**src/rtl/axil_pkg.sv**
```systemverilog
// Shared definitions for the AXI4-Lite register bank.
//   RESP_OKAY / RESP_SLVERR : AXI response codes driven on bresp/rresp.
//   write_state_t           : write-channel FSM states.
//   read_state_t            : read-channel FSM states.
package axil_pkg;

  localparam logic [1:0] RESP_OKAY   = 2'b00;
  localparam logic [1:0] RESP_SLVERR = 2'b10;

  typedef enum logic {W_IDLE, W_RESP} write_state_t;
  typedef enum logic {R_IDLE, R_DATA} read_state_t;

endpackage

```
**src/rtl/axil_reg_bank_if.sv**
```systemverilog
// AXI4-Lite bus bundle for the register bank.
//   AW: awaddr, awvalid, awready
//   W : wdata, wstrb, wvalid, wready
//   B : bresp, bvalid, bready
//   AR: araddr, arvalid, arready
//   R : rdata, rresp, rvalid, rready
// The slave modport is used by axil_reg_bank, the master modport by whatever
// drives it.
interface axil_reg_bank_if #(
  parameter int DATA_WIDTH = 32,
  parameter int ADDR_WIDTH = 32
) ();

  logic [ADDR_WIDTH-1:0]   awaddr;
  logic                    awvalid;
  logic                    awready;
  logic [DATA_WIDTH-1:0]   wdata;
  logic [DATA_WIDTH/8-1:0] wstrb;
  logic                    wvalid;
  logic                    wready;
  logic [1:0]              bresp;
  logic                    bvalid;
  logic                    bready;
  logic [ADDR_WIDTH-1:0]   araddr;
  logic                    arvalid;
  logic                    arready;
  logic [DATA_WIDTH-1:0]   rdata;
  logic [1:0]              rresp;
  logic                    rvalid;
  logic                    rready;

  modport slave (
    input  awaddr, awvalid, wdata, wstrb, wvalid, bready, araddr, arvalid, rready,
    output awready, wready, bresp, bvalid, arready, rdata, rresp, rvalid
  );

  modport master (
    output awaddr, awvalid, wdata, wstrb, wvalid, bready, araddr, arvalid, rready,
    input  awready, wready, bresp, bvalid, arready, rdata, rresp, rvalid
  );

endinterface

```
**src/rtl/axil_wstrb_merge.sv**
```systemverilog
// Byte-lane merge for a strobed write.
//   old_data : current register contents
//   new_data : incoming write data
//   strb     : one bit per byte lane; 1 takes the lane from new_data
//   merged   : resulting register value
module axil_wstrb_merge #(
  parameter int DATA_WIDTH = 32
) (
  input  logic [DATA_WIDTH-1:0]   old_data,
  input  logic [DATA_WIDTH-1:0]   new_data,
  input  logic [DATA_WIDTH/8-1:0] strb,
  output logic [DATA_WIDTH-1:0]   merged
);

  always_comb begin
    merged = old_data;
    for (int b = 0; b < DATA_WIDTH/8; b++) begin
      if (strb[b]) merged[b*8 +: 8] = new_data[b*8 +: 8];
    end
  end

endmodule

```
**src/rtl/axil_reg_bank.sv**
```systemverilog
// AXI4-Lite slave register bank.
//   aclk, arst   : clock, asynchronous active-high reset
//   s_axil       : AXI4-Lite slave bus (axil_reg_bank_if.slave)
//   reg_out      : register contents, slice i = register i
//   reg_wr_pulse : one-cycle pulse the cycle after register i is written
//   reg_in       : status values returned by reads of read-only registers
// Registers are indexed by addr[ADDR_WIDTH-1:ADDR_LSB]. Indices at or above
// NUM_REGS, and writes to read-only registers, answer SLVERR. The write and
// read channels run independent two-state FSMs; all outputs are registered.
module axil_reg_bank
  import axil_pkg::*;
#(
  parameter int                  DATA_WIDTH = 32,
  parameter int                  ADDR_WIDTH = 32,
  parameter int                  NUM_REGS   = 4,
  parameter logic [NUM_REGS-1:0] RO_MASK    = '0
) (
  input  logic                           aclk,
  input  logic                           arst,
  axil_reg_bank_if.slave                 s_axil,
  output logic [NUM_REGS*DATA_WIDTH-1:0] reg_out,
  output logic [NUM_REGS-1:0]            reg_wr_pulse,
  input  logic [NUM_REGS*DATA_WIDTH-1:0] reg_in
);

  localparam int STRB_W     = DATA_WIDTH / 8;
  localparam int ADDR_LSB   = $clog2(STRB_W);
  localparam int IDX_FULL_W = ADDR_WIDTH - ADDR_LSB;
  localparam int IDX_W      = (NUM_REGS > 1) ? $clog2(NUM_REGS) : 1;

  // Full-width compare so that high address bits make an index out of range
  // rather than aliasing onto a low register.
  function automatic logic in_range(input logic [IDX_FULL_W-1:0] full_idx);
    return {1'b0, full_idx} < (IDX_FULL_W+1)'(NUM_REGS);
  endfunction

  logic [DATA_WIDTH-1:0] regs       [NUM_REGS];
  logic [DATA_WIDTH-1:0] reg_in_arr [NUM_REGS];

  for (genvar i = 0; i < NUM_REGS; i++) begin : g_slices
    assign reg_out[i*DATA_WIDTH +: DATA_WIDTH] = regs[i];
    assign reg_in_arr[i] = reg_in[i*DATA_WIDTH +: DATA_WIDTH];
  end

  // Write channel
  write_state_t          w_state;
  logic                  awready_q;
  logic                  wready_q;
  logic                  bvalid_q;
  logic [1:0]            bresp_q;
  logic [IDX_FULL_W-1:0] aw_idx_q;
  logic [DATA_WIDTH-1:0] wdata_q;
  logic [STRB_W-1:0]     wstrb_q;

  logic                  aw_hs;
  logic                  w_hs;
  logic                  commit;
  logic [IDX_FULL_W-1:0] wr_full_idx;
  logic [IDX_W-1:0]      wr_idx;
  logic [DATA_WIDTH-1:0] wr_data;
  logic [STRB_W-1:0]     wr_strb;
  logic                  wr_ok;
  logic [DATA_WIDTH-1:0] wr_old;
  logic [DATA_WIDTH-1:0] wr_merged;

  assign aw_hs = s_axil.awvalid && awready_q;
  assign w_hs  = s_axil.wvalid && wready_q;

  // In W_IDLE a dropped ready means that channel was already captured, so the
  // write completes on the edge where the remaining channel handshakes. The
  // just-handshaking channel is taken straight from the bus.
  assign commit = (w_state == W_IDLE) && (aw_hs || !awready_q) && (w_hs || !wready_q);

  assign wr_full_idx = aw_hs ? s_axil.awaddr[ADDR_WIDTH-1:ADDR_LSB] : aw_idx_q;
  assign wr_data     = w_hs ? s_axil.wdata : wdata_q;
  assign wr_strb     = w_hs ? s_axil.wstrb : wstrb_q;
  assign wr_idx      = wr_full_idx[IDX_W-1:0];
  assign wr_ok       = in_range(wr_full_idx) && !RO_MASK[wr_idx];
  assign wr_old      = in_range(wr_full_idx) ? regs[wr_idx] : '0;

  axil_wstrb_merge #(
    .DATA_WIDTH (DATA_WIDTH)
  ) u_merge (
    .old_data (wr_old),
    .new_data (wr_data),
    .strb     (wr_strb),
    .merged   (wr_merged)
  );

  always_ff @(posedge aclk or posedge arst) begin
    if (arst) begin
      w_state      <= W_IDLE;
      awready_q    <= 1'b1;
      wready_q     <= 1'b1;
      bvalid_q     <= 1'b0;
      bresp_q      <= RESP_OKAY;
      aw_idx_q     <= '0;
      wdata_q      <= '0;
      wstrb_q      <= '0;
      reg_wr_pulse <= '0;
      for (int i = 0; i < NUM_REGS; i++) regs[i] <= '0;
    end else begin
      reg_wr_pulse <= '0;
      unique case (w_state)
        W_IDLE: begin
          if (aw_hs) begin
            aw_idx_q  <= s_axil.awaddr[ADDR_WIDTH-1:ADDR_LSB];
            awready_q <= 1'b0;
          end
          if (w_hs) begin
            wdata_q  <= s_axil.wdata;
            wstrb_q  <= s_axil.wstrb;
            wready_q <= 1'b0;
          end
          if (commit) begin
            w_state  <= W_RESP;
            bvalid_q <= 1'b1;
            if (wr_ok) begin
              regs[wr_idx]         <= wr_merged;
              reg_wr_pulse[wr_idx] <= 1'b1;
              bresp_q              <= RESP_OKAY;
            end else begin
              bresp_q <= RESP_SLVERR;
            end
          end
        end
        W_RESP: begin
          if (s_axil.bready) begin
            w_state   <= W_IDLE;
            bvalid_q  <= 1'b0;
            awready_q <= 1'b1;
            wready_q  <= 1'b1;
          end
        end
      endcase
    end
  end

  assign s_axil.awready = awready_q;
  assign s_axil.wready  = wready_q;
  assign s_axil.bvalid  = bvalid_q;
  assign s_axil.bresp   = bresp_q;

  // Read channel
  read_state_t           r_state;
  logic                  arready_q;
  logic                  rvalid_q;
  logic [1:0]            rresp_q;
  logic [DATA_WIDTH-1:0] rdata_q;

  logic                  ar_hs;
  logic [IDX_FULL_W-1:0] rd_full_idx;
  logic [IDX_W-1:0]      rd_idx;

  assign ar_hs       = s_axil.arvalid && arready_q;
  assign rd_full_idx = s_axil.araddr[ADDR_WIDTH-1:ADDR_LSB];
  assign rd_idx      = rd_full_idx[IDX_W-1:0];

  // regs is sampled before the write block's update lands, so a read and a
  // write committing on the same edge return the old value.
  always_ff @(posedge aclk or posedge arst) begin
    if (arst) begin
      r_state   <= R_IDLE;
      arready_q <= 1'b1;
      rvalid_q  <= 1'b0;
      rresp_q   <= RESP_OKAY;
      rdata_q   <= '0;
    end else begin
      unique case (r_state)
        R_IDLE: begin
          if (ar_hs) begin
            r_state   <= R_DATA;
            arready_q <= 1'b0;
            rvalid_q  <= 1'b1;
            if (!in_range(rd_full_idx)) begin
              rdata_q <= '0;
              rresp_q <= RESP_SLVERR;
            end else if (RO_MASK[rd_idx]) begin
              rdata_q <= reg_in_arr[rd_idx];
              rresp_q <= RESP_OKAY;
            end else begin
              rdata_q <= regs[rd_idx];
              rresp_q <= RESP_OKAY;
            end
          end
        end
        R_DATA: begin
          if (s_axil.rready) begin
            r_state   <= R_IDLE;
            rvalid_q  <= 1'b0;
            arready_q <= 1'b1;
          end
        end
      endcase
    end
  end

  assign s_axil.arready = arready_q;
  assign s_axil.rvalid  = rvalid_q;
  assign s_axil.rresp   = rresp_q;
  assign s_axil.rdata   = rdata_q;

endmodule

```
**src/flat_wrapper.sv**
```systemverilog
// flat-port wrapper written by rule: the top's interface ports become plain ports
module axil_reg_bank_flat import axil_pkg::*;
#(
  parameter int                  DATA_WIDTH = 32,
  parameter int                  ADDR_WIDTH = 32,
  parameter int                  NUM_REGS   = 4,
  parameter logic [NUM_REGS-1:0] RO_MASK    = '0
)
  (aclk, arst, reg_out, reg_wr_pulse, reg_in, s_axil_awaddr, s_axil_awvalid, s_axil_wdata, s_axil_wstrb, s_axil_wvalid, s_axil_bready, s_axil_araddr, s_axil_arvalid, s_axil_rready, s_axil_awready, s_axil_wready, s_axil_bresp, s_axil_bvalid, s_axil_arready, s_axil_rdata, s_axil_rresp, s_axil_rvalid);
  axil_reg_bank_if #(.DATA_WIDTH(DATA_WIDTH), .ADDR_WIDTH(ADDR_WIDTH)) s_axil_i ();
  input  logic aclk;
  input  logic arst;
  output logic [NUM_REGS*DATA_WIDTH-1:0] reg_out;
  output logic [NUM_REGS-1:0] reg_wr_pulse;
  input  logic [NUM_REGS*DATA_WIDTH-1:0] reg_in;
  input wire logic [$bits(s_axil_i.awaddr)-1:0] s_axil_awaddr;
  input wire logic [$bits(s_axil_i.awvalid)-1:0] s_axil_awvalid;
  input wire logic [$bits(s_axil_i.wdata)-1:0] s_axil_wdata;
  input wire logic [$bits(s_axil_i.wstrb)-1:0] s_axil_wstrb;
  input wire logic [$bits(s_axil_i.wvalid)-1:0] s_axil_wvalid;
  input wire logic [$bits(s_axil_i.bready)-1:0] s_axil_bready;
  input wire logic [$bits(s_axil_i.araddr)-1:0] s_axil_araddr;
  input wire logic [$bits(s_axil_i.arvalid)-1:0] s_axil_arvalid;
  input wire logic [$bits(s_axil_i.rready)-1:0] s_axil_rready;
  output wire logic [$bits(s_axil_i.awready)-1:0] s_axil_awready;
  output wire logic [$bits(s_axil_i.wready)-1:0] s_axil_wready;
  output wire logic [$bits(s_axil_i.bresp)-1:0] s_axil_bresp;
  output wire logic [$bits(s_axil_i.bvalid)-1:0] s_axil_bvalid;
  output wire logic [$bits(s_axil_i.arready)-1:0] s_axil_arready;
  output wire logic [$bits(s_axil_i.rdata)-1:0] s_axil_rdata;
  output wire logic [$bits(s_axil_i.rresp)-1:0] s_axil_rresp;
  output wire logic [$bits(s_axil_i.rvalid)-1:0] s_axil_rvalid;
  assign s_axil_i.awaddr = s_axil_awaddr;
  assign s_axil_i.awvalid = s_axil_awvalid;
  assign s_axil_i.wdata = s_axil_wdata;
  assign s_axil_i.wstrb = s_axil_wstrb;
  assign s_axil_i.wvalid = s_axil_wvalid;
  assign s_axil_i.bready = s_axil_bready;
  assign s_axil_i.araddr = s_axil_araddr;
  assign s_axil_i.arvalid = s_axil_arvalid;
  assign s_axil_i.rready = s_axil_rready;
  assign s_axil_awready = s_axil_i.awready;
  assign s_axil_wready = s_axil_i.wready;
  assign s_axil_bresp = s_axil_i.bresp;
  assign s_axil_bvalid = s_axil_i.bvalid;
  assign s_axil_arready = s_axil_i.arready;
  assign s_axil_rdata = s_axil_i.rdata;
  assign s_axil_rresp = s_axil_i.rresp;
  assign s_axil_rvalid = s_axil_i.rvalid;
  axil_reg_bank #(.DATA_WIDTH(DATA_WIDTH), .ADDR_WIDTH(ADDR_WIDTH), .NUM_REGS(NUM_REGS), .RO_MASK(RO_MASK)) u_core (.aclk(aclk), .arst(arst), .s_axil(s_axil_i), .reg_out(reg_out), .reg_wr_pulse(reg_wr_pulse), .reg_in(reg_in));
endmodule
```
**config.mk**
```make
export PLATFORM = sky130hd
export DESIGN_NAME = axil_reg_bank_flat
export DESIGN_NICKNAME = d
export VERILOG_FILES = /design/src/rtl/axil_pkg.sv /design/src/rtl/axil_reg_bank_if.sv /design/src/rtl/axil_wstrb_merge.sv /design/src/rtl/axil_reg_bank.sv /design/src/flat_wrapper.sv
export SDC_FILE = /design/constraint.sdc
export NUM_CORES = 1
export LEC_CHECK = 0
export ABC_AREA = 1
export BUFFER_PORTS_ARGS = -buffer_cell sky130_fd_sc_hd__clkbuf_2
export CAP_MARGIN = 20
export CELL_PAD_IN_SITES_DETAIL_PLACEMENT = 1
export CELL_PAD_IN_SITES_GLOBAL_PLACEMENT = 2
export CORE_MARGIN = 3
export CORE_UTILIZATION = 25
export DETAILED_ROUTE_END_ITERATION = 12
export GPL_TIMING_DRIVEN = 0
export PLACE_DENSITY = 0.84
export SLEW_MARGIN = 25
export SYNTH_ARGS = -nofsm -noshare
export SYNTH_HDL_FRONTEND = slang
export SYNTH_SLANG_ARGS = --single-unit
```
**constraint.sdc**
```tcl
create_clock -name aclk -period 25.4 [get_ports aclk]
set_input_delay 5.08 -clock aclk [delete_from_list [all_inputs] [get_ports aclk]]
set_output_delay 5.08 -clock aclk [all_outputs]
set_load 0.05 [all_outputs]
```
**After elaboration in Yosys (flattened, before gate mapping)**

Index checks and enable logic that the tools add are counted.

- $lt $le $gt $ge: 8
- Eq/ne operators: 6
- Multiplexer cells: 53
- Bitwise operators: 4
- Reductions and logical operators: 20

Operators by type and width:

| cell | count |
|---|---|
| 2-to-1 mux 32 bit | 11 |
| binary-select mux 32 bit (select 2 bit) | 3 |
| bitwise mux 128 bit | 1 |
| demux 32 bit (select 2 bit) | 1 |
| less-than comparator 30 x 3 -> 1 bit (second input constant) | 2 |
| 2-to-1 mux 8 bit | 4 |
| 2-to-1 mux 30 bit | 1 |
| 2-to-1 mux 1 bit | 16 |
| 2-to-1 mux 4 bit | 4 |
| one-hot mux 1 bit (2 select lines) | 7 |
| AND reduction 2 bit | 6 |
| logical AND 1 bit | 8 |
| != test 2 x 1 -> 1 bit (second input constant) | 4 |
| greater-or-equal comparator 3 bit (second input constant) | 2 |
| less-than comparator 2 x 3 -> 1 bit (second input constant) | 2 |
| inverter 2 -> 3 bit | 2 |
| binary-select mux 1 bit (select 2 bit) | 2 |
| 2-to-1 mux 2 bit | 2 |
| != test 2 bit (second input constant) | 2 |
| zero test 1 bit | 3 |
| less-than comparator 3 x 1 -> 1 bit (second input constant) | 1 |
| AND reduction 3 bit | 1 |
| demux 1 bit (select 2 bit) | 1 |
| greater-or-equal comparator 2 x 1 -> 1 bit (second input constant) | 1 |
| 2 further kinds | 4 |

- Bits in registers: 241
- Bits of input ports: 235
- Output and inout port bits: 173
- Word-level logic and storage cells: 109

**Longest topological paths before layout**

Gate-level depths: netlist of the first run.

- Depth in word-level cells: 9
- Depth in mapped cells: 14
- Mapped depth without buffers: 11

**Modules after synthesis**

From an unflattened synthesis of the first run, not the netlist that was laid out.

- Cell total of the unflattened synthesis: 1848
- Area total of the unflattened synthesis: 13362.8 sq um

Modules (own cells, without submodules):

| module | instances | cells each | area an instance (sq um) | sequential area each (sq um) |
|---|---|---|---|---|
| axil_reg_bank | 1 | 1744 | 12942.4 | 5984.5 |
| axil_wstrb_merge | 1 | 104 | 420.4 | 0.0 |

**Worst setup path before layout of the first run**

OpenSTA, ideal clock, no wires.

- Path type: input to register
- Start: in s_axil_awvalid
- End: reg u_core.regs (netlist bit u_core.reg_out[10])
- Setup time: 0.066 ns
- Arrival: 6.599 ns
- Data required time: 25.334 ns
- Setup slack: 18.735 ns
- Stages: 13
- Buffers on the path: 3
- Cells stage by stage: buf_4 buf_2 nand3_1 nand2_1 nand2_1 nor2_1 nand2_1 nor2_8 nand3_4 nor2_8 buf_6 nand2_1 nand2_1

- Longest elaborated chain between the ends: 9
- Elaborated cells on any way between the ends: 23
- Classes of those cells: order compare (3); mux (11); bitwise (1); reduce/logical (8)

Ends and longest elaborated chain:

| what | line | source |
|---|---|---|
| start: declaration | flat_wrapper.sv:17 | `input wire logic [$bits(s_axil_i.awvalid)-1:0] s_axil_awvalid;` |
| logical AND 1 bit (*) | axil_reg_bank.sv:66 | `assign aw_hs = s_axil.awvalid && awready_q;` |
| parallel branches: the longest is 8 deep, another holds less-than comparator 30 x 3 -> 1 bit | - |  |
| end signal: indexed assignment | axil_reg_bank.sv:119 | `regs[wr_idx] <= wr_merged;` |
| end: declaration | axil_reg_bank.sv:37 | `logic [DATA_WIDTH-1:0] regs [NUM_REGS];` |

Mark *: on every way between the ends. The select of a mux whose other input is x is not followed.
A chain may end at the register's enable or synchronous reset.

**Worst setup path in the final report of the first run**

- Start: in s_axil_awvalid
- End: reg u_core.regs (netlist bit u_core.reg_out[123])

Same word-level chain as after synthesis.

==> run_results.csv, run 1 <==
group,metric,value,unit
route,dr.pass1.iters,5,
clocking,clock_path_buffers,3,
floorplanning,dieHeight,232.9,um
synthesis,ys_types,30,
synthesis,syn_inst,1783,
clocking,cts_tree,"done",
clocking,clock_latency,0.59,ns
synthesis,synth_mux_area_frac,0,
synthesis,netlist_area,0.01287,mm^2
global_routing,grt_use_met3,0.04481,
sta,fmax,141.3,MHz
place,pre_cts_ws,17.76,ns
clocking,cts_resized,0,
place,dp_cells,2730,
cells_and_area,diodes,0,
synthesis,synth_xor_area_frac,0,
pwr,switching_share,0.4318,
route,drt-initial-drc-count,990,
clocking,clk_pin_slew,0.06,ns
synthesis,synth_top_family_by_area,"simple AND/OR/NAND/NOR gates",
run,maxCapViolations,0,
route,drc,0,
place,place_area,0.01514,mm^2
floorplanning,initial_core_util,0.2550,
clocking,cts.sinks,239,
cells_and_area,fin_nets,2324,
synthesis,yosys_warnings,0,
pwr,p_seq_frac,0.316,
sta,drv_slew,0,
global_routing,grtUsageMet1,0.2953,
setup_path,crit_chain,"buf_4 -> buf_2 -> nand3_1 -> nand2_1 -> buf_2 -> nand2_1 -> inv_1 -> nand4_1 -> buf_2 -> nand2_1 -> nand2_1",
floorplanning,core_area,0.05048,mm^2
sta,slew_headroom,0.3198,
place,gp_congestion,0.8905,
setup_path,arrival,7.54,ns
floorplanning,die-area,0.05424,mm^2
pwr,total_power,1.483,mW
route,routed_wl,61.52,mm
setup_path,crit_path_start_kind,"input port",
setup_path,crit_path_max_fanout,10,
cells_and_area,layout-drive-gt1-share,0.1790,
setup_path,slowest_stage,"nand2_1",
synthesis,synth-simple-area-share,0.3373,
pwr,p_switching,0.6404,mW
sta,skew,0.02456,ns
global_routing,grt_pass1_vias,14040,
cells_and_area,final_cell_area,0.01611,mm^2
sta,setup_violations,0,
status,outcome,"finished, final reports clean",
global_routing,track_usage,0.2222,
global_routing,grt_overflow_total,0,
synthesis,ys_seq_elements,239,
cells_and_area,final_util,0.3192,
route,drtAntennaViolNets,0,
global_routing,use_met2,0.3608,
route,via_count,13570,
clocking,cts_hold_buf,0,
pwr,p_int,0.8426,mW
route,vias_per_cell,4.875,
floorplanning,num_rows,82,
sta,layout_min_cycle_time,7.079,ns
cells_and_area,mostFrequentLayoutCells,"737 x nand2_1, 272 x clkbuf_2, 236 x dfrtp_1, 162 x inv_1, 141 x o21ai_0",
hold_path,hp-class,"reg -> reg",
pwr,comb_power_share,0.394,
place,numPortBuffers,272,
cells_and_area,syn_to_final_growth,25.20,%
clocking,cts_made_buffers,29,
sta,rsz0062_at_grt,"no",
global_routing,antenna_found_initial,2,
route,wire_per_inst,22.10,um
setup_path,rr_startpoint,"u_core.s_axil.awready$_DFFE_PP1P_",
pwr,pwr-share-clk,0.290,
sta,fin_crit_sh,0.2787,
global_routing,grt_pass1_wl,90.32,mm
clocking,cts_root_buffer,"clkbuf_16",
setup_path,end_kind,"flip-flop",
setup_path,crit_path_start,"s_axil_awvalid",
floorplanning,ioPinCount,408,
setup_path,cp_common_cell,"nand2_1",
setup_path,cp.required,25.86,ns
sta,hold_viol,0,
pwr,cellPowerDensity,92.03,mW/mm^2
synthesis,synth_fa_ha_area_frac,0,
cells_and_area,fin_cells,2784,
global_routing,grt_max_degree,95,
pwr,p_leak,8.633,nW
synthesis,syn_area_per_cell,7.219,um^2
synthesis,seq_area_frac_synth,0.4650,
global_routing,busiest_layer,"met2",
sta,worst_pin_slew,1.020,ns
sta,hold_slack,0.4837,ns
clocking,post_cts_buffers,0,
setup_path,crit_type,"in -> reg",
pwr,irDropWorstVdd,0.04798,mV
sta,finalSetupTns,0,ns
floorplanning,die_w,232.9,um
place,place_hpwl,46.20,mm
sta,setup_ws,18.32,ns
synthesis,synth_compound_area_frac,0.1055,
clocking,htreeDepth,1,
setup_path,max_stage_delay,0.48,ns
cells_and_area,final_common_cell,"nand2_1",
hold_path,hp-start,"u_core.aw_idx_q[8]$_DFFE_PP0N_",
-- state kept, by name (all words and copies together) (netlist names) --
name                   count
u_core.s_axil.arready      1
u_core.s_axil.rvalid       1
u_core.aw_idx_q           30
u_core.s_axil.bresp        1
u_core.reg_wr_pulse        4
u_core.r_state             1
u_core.reg_out           128
u_core.s_axil.rresp        1
u_core.wdata_q            32
u_core.s_axil.bvalid       1
u_core.s_axil.wready       1
u_core.s_axil.rdata       32
u_core.wstrb_q             4
u_core.w_state             1
u_core.s_axil.awready      1
-- cell families (layout without fill, tap and decap cells) --
group,after synthesis,count (layout)
compound gates,242,242
buf+inv,273,601
flops,239,239
other cells,1,2
simple gates,1028,1028
-- critical path, delay by kind of cell --
kind | cells | cell delay, ns
buf+inv | 5 | 1.22
simple gates | 6 | 1.21
-- worst paths after layout --
check / end / slack [ns] / cells after the start
max reg2reg: u_core.reg_out[68]$_DFFE_PP0P_ / 22.25 / 11
min reg2reg: u_core.aw_idx_q[8]$_DFFE_PP0N_ / 0.48 / 2
max in group asynchronous: u_core.s_axil.arready$_DFFE_PP1P_ / 19.96 / 3
min in group asynchronous: u_core.aw_idx_q[13]$_DFFE_PP0N_ / 4.54 / 2
min: u_core.aw_idx_q[8]$_DFFE_PP0N_ / 0.48 / 2
max: u_core.reg_out[123]$_DFFE_PP0P_ / 18.32 / 11
-- cell type report --
| type | count | area (um^2) |
|---|---|---|
| Timing Repair Buffer | 274 | 1416 |
| Buffer | 106 | 556.8 |
| Clock buffer | 42 | 834.6 |
| Clock inverter | 12 | 136.4 |
| Fill cell | 6390 | 34360 |
| Sequential cell | 239 | 5984 |
| Multi-Input combinational cell | 1272 | 5710 |
| Inverter | 167 | 634.4 |
| Tap cell | 672 | 840.8 |
-- layer usage --
layer	wire (um)	up-vias
met2	28300	462
li1	-	6261
met5	0	-
met3	4214	98
met1	26930	6751
met4	2064	0
-- power by group through the flow --
| stage | Combinational (mW) | Sequential (mW) | Clock (mW) |
|---|---|---|---|
| after floorplan | 0.353 | 0.483 | 0 |
| after global placement | 0.555 | 0.472 | 0 |
| after detailed placement | 0.572 | 0.475 | 0 |
| after CTS | 0.575 | 0.469 | 0.440 |
| after global routing | 0.643 | 0.476 | 0.453 |
| final | 0.584 | 0.469 | 0.430 |
-- cell usage after synthesis, drive strengths merged --
library cell | n | share of area
a211oi | 9 | 0.0052
a21oi | 37 | 0.014
a22oi | 4 | 0.0023
a31oi | 3 | 0.0015
a32o | 4 | 0.0031
buf | 47 | 0.026
clkbuf | 59 | 0.017
clkinv | 2 | 0.00058
conb | 1 | 0.00029
dfrtp | 236 | 0.46
dfstp | 3 | 0.0061
inv | 165 | 0.048
nand2 | 738 | 0.22
nand3 | 128 | 0.051
nand3b | 51 | 0.030
nand4 | 5 | 0.0024
nor2 | 102 | 0.037
nor4 | 4 | 0.0019
o211ai | 31 | 0.018
o21a | 5 | 0.0029
o21ai | 149 | 0.058
Power figures use the tool's default switching activity.
==> inputs of run 2 (changes only) <==
PLACE_DENSITY = 0.86   (was 0.84)
clock period = 6.2 ns   (was 25.4 ns; I/O delays follow)
==> run 2 against run 1 <==
Effect of this change: combinational power rose to 4.2 times the previous value; total power rose to 4.1 times the previous value; sequential cell count did not move; via count rose by 1.3%; cell area rose by 0.84%; global-route usage rose by 0.14 points; hold slack barely moved.
==> run_results.csv, run 2 (synthesized netlist as in run 1, its figures left out) <==
group,metric,value,unit
status,outcome,"finished, final reports clean",
floorplanning,core_area,0.05048,mm^2
global_routing,grt_pass1_vias,14150,
cells_and_area,fin_cells,2791,
global_routing,grt_max_degree,32,
floorplanning,die-area,0.05424,mm^2
sta,setup_violations,0,
place,numPortBuffers,272,
sta,drv_slew,0,
route,drc,0,
cells_and_area,layout-drive-gt1-share,0.1827,
clocking,htreeDepth,1,
hold_path,min_path_cells,2,
clocking,cts_made_buffers,29,
setup_path,r2r_cells,14,
clocking,clock_latency,0.58,ns
clocking,cts_tree,"done",
floorplanning,num_rows,82,
clocking,cts_resized,0,
sta,fin_crit_sh,0.5322,
place,dp_cells,2737,
run,maxCapViolations,0,
cells_and_area,final_util,0.3219,
cells_and_area,syn_to_final_growth,26.25,%
sta,worst_pin_slew,1.136,ns
route,drt-initial-drc-count,1107,
route,wire_per_inst,22.29,um
setup_path,end_kind,"flip-flop",
setup_path,arrival,3.78,ns
sta,layout_min_cycle_time,3.300,ns
sta,slew_headroom,0.2426,
pwr,cellPowerDensity,376.3,mW/mm^2
floorplanning,dieHeight,232.9,um
clocking,cts_root_buffer,"clkbuf_16",
global_routing,track_usage,0.2236,
global_routing,grt_overflow_total,0,
sta,finalSetupTns,0,ns
clocking,post_cts_buffers,0,
setup_path,crit_path_max_fanout,10,
global_routing,antenna_found_initial,2,
setup_path,crit_type,"in -> reg",
pwr,irDropWorstVdd,0.1977,mV
floorplanning,initial_core_util,0.2550,
clocking,cts_hold_buf,0,
place,place_hpwl,46.70,mm
sta,hold_viol,0,
cells_and_area,largest_reg_flops,128,
setup_path,cp.required,6.68,ns
setup_path,crit_path_start_kind,"input port",
route,routed_wl,62.20,mm
floorplanning,die_w,232.9,um
route,via_count,13750,
pwr,p_leak,8.698,nW
global_routing,grt_pass1_wl,91.10,mm
sta,skew,0.02827,ns
hold_path,hp-class,"reg -> reg",
sta,rsz0062_at_grt,"no",
route,vias_per_cell,4.926,
route,dr.pass1.iters,6,
floorplanning,ioPinCount,408,
clocking,clk_pin_slew,0.06,ns
clocking,clock_path_buffers,3,
cells_and_area,mostFrequentLayoutCells,"737 x nand2_1, 272 x clkbuf_2, 236 x dfrtp_1, 162 x inv_1, 141 x o21ai_0",
sta,fmax,303.1,MHz
place,gp_congestion,0.8963,
route,drtAntennaViolNets,0,
cells_and_area,final_common_cell,"nand2_1",
cells_and_area,fin_nets,2331,
clocking,cts.sinks,239,
==> run 2: worst paths after layout <==
kind	startpoint	to	slack (ns)
min	u_core.s_axil.rdata[8]$_DFFE_PP0P_	u_core.s_axil.rdata[8]$_DFFE_PP0P_	0.48
max	s_axil_awvalid	u_core.reg_out[114]$_DFFE_PP0P_	2.90
min in group asynchronous	arst	u_core.s_axil.bvalid$_DFFE_PP0P_	0.61
min reg2reg	u_core.s_axil.rdata[8]$_DFFE_PP0P_	u_core.s_axil.rdata[8]$_DFFE_PP0P_	0.48
max in group asynchronous	arst	u_core.s_axil.rdata[29]$_DFFE_PP0P_	4.51
max reg2reg	u_core.s_axil.awready$_DFFE_PP1P_	u_core.reg_out[114]$_DFFE_PP0P_	3.02
==> run 2: power by group <==
group	switching, mW	internal (mW)	total, mW	leakage (nW)
Sequential	0.125	1.80	1.93	3.20
Clock	0.731	1.03	1.76	0.479
Combinational	1.79	0.638	2.43	5.02
Total	2.65	3.47	6.11	8.70
==> run 2: worst max-delay path: stages <==
cell and delay (ns):
buf_4 0.14, nand2_4 0.08, buf_4 0.19, nand2_1 0.07, nand2_1 0.25, nor2_1 0.27, clkbuf_1 0.80, nand2_1 0.10
nand2_1 0.14, nor2_1 0.06, nand3_1 0.07, nand2_1 0.15, nand2_1 0.14, nand2_1 0.05
==> run 2: stage by stage <==
step / hold slack (ns) / worst slack (ns) / total power [mW] / area, um^2
floorplan: 0.4530 / 1.829 / 3.424 / 12880
global placement: 0.4656 / 0.07467 / 4.211 / 15080
detailed placement: 0.4720 / 2.380 / 4.329 / 15270
CTS: 0.4883 / 2.983 / 6.104 / 16250
global route: 0.5019 / 2.739 / 6.474 / 16250
finish: 0.4834 / 2.900 / 6.115 / 16250
==> run 2: metal layers <==
| layer | GRT usage | vias up | share of wire |
|---|---|---|---|
| met5 | 0 | - | 0 |
| met4 | 0.08256 | 0 | 0.037 |
| met3 | 0.05203 | 119 | 0.082 |
| met2 | 0.3701 | 494 | 0.47 |
| met1 | 0.2836 | 6845 | 0.41 |
| li1 | - | 6290 | - |
==> run 2: final cells by class <==
cell class	instances	area, um^2
multi-input cells	1272	5710
inverters	167	630.6
clock buffers	40	837.1
well taps	672	840.8
repair buffers	281	1549
plain buffers	106	556.8
fillers	6311	34230
clock inverters	13	137.6
diodes	1	2.502
flip-flops and latches	239	5984
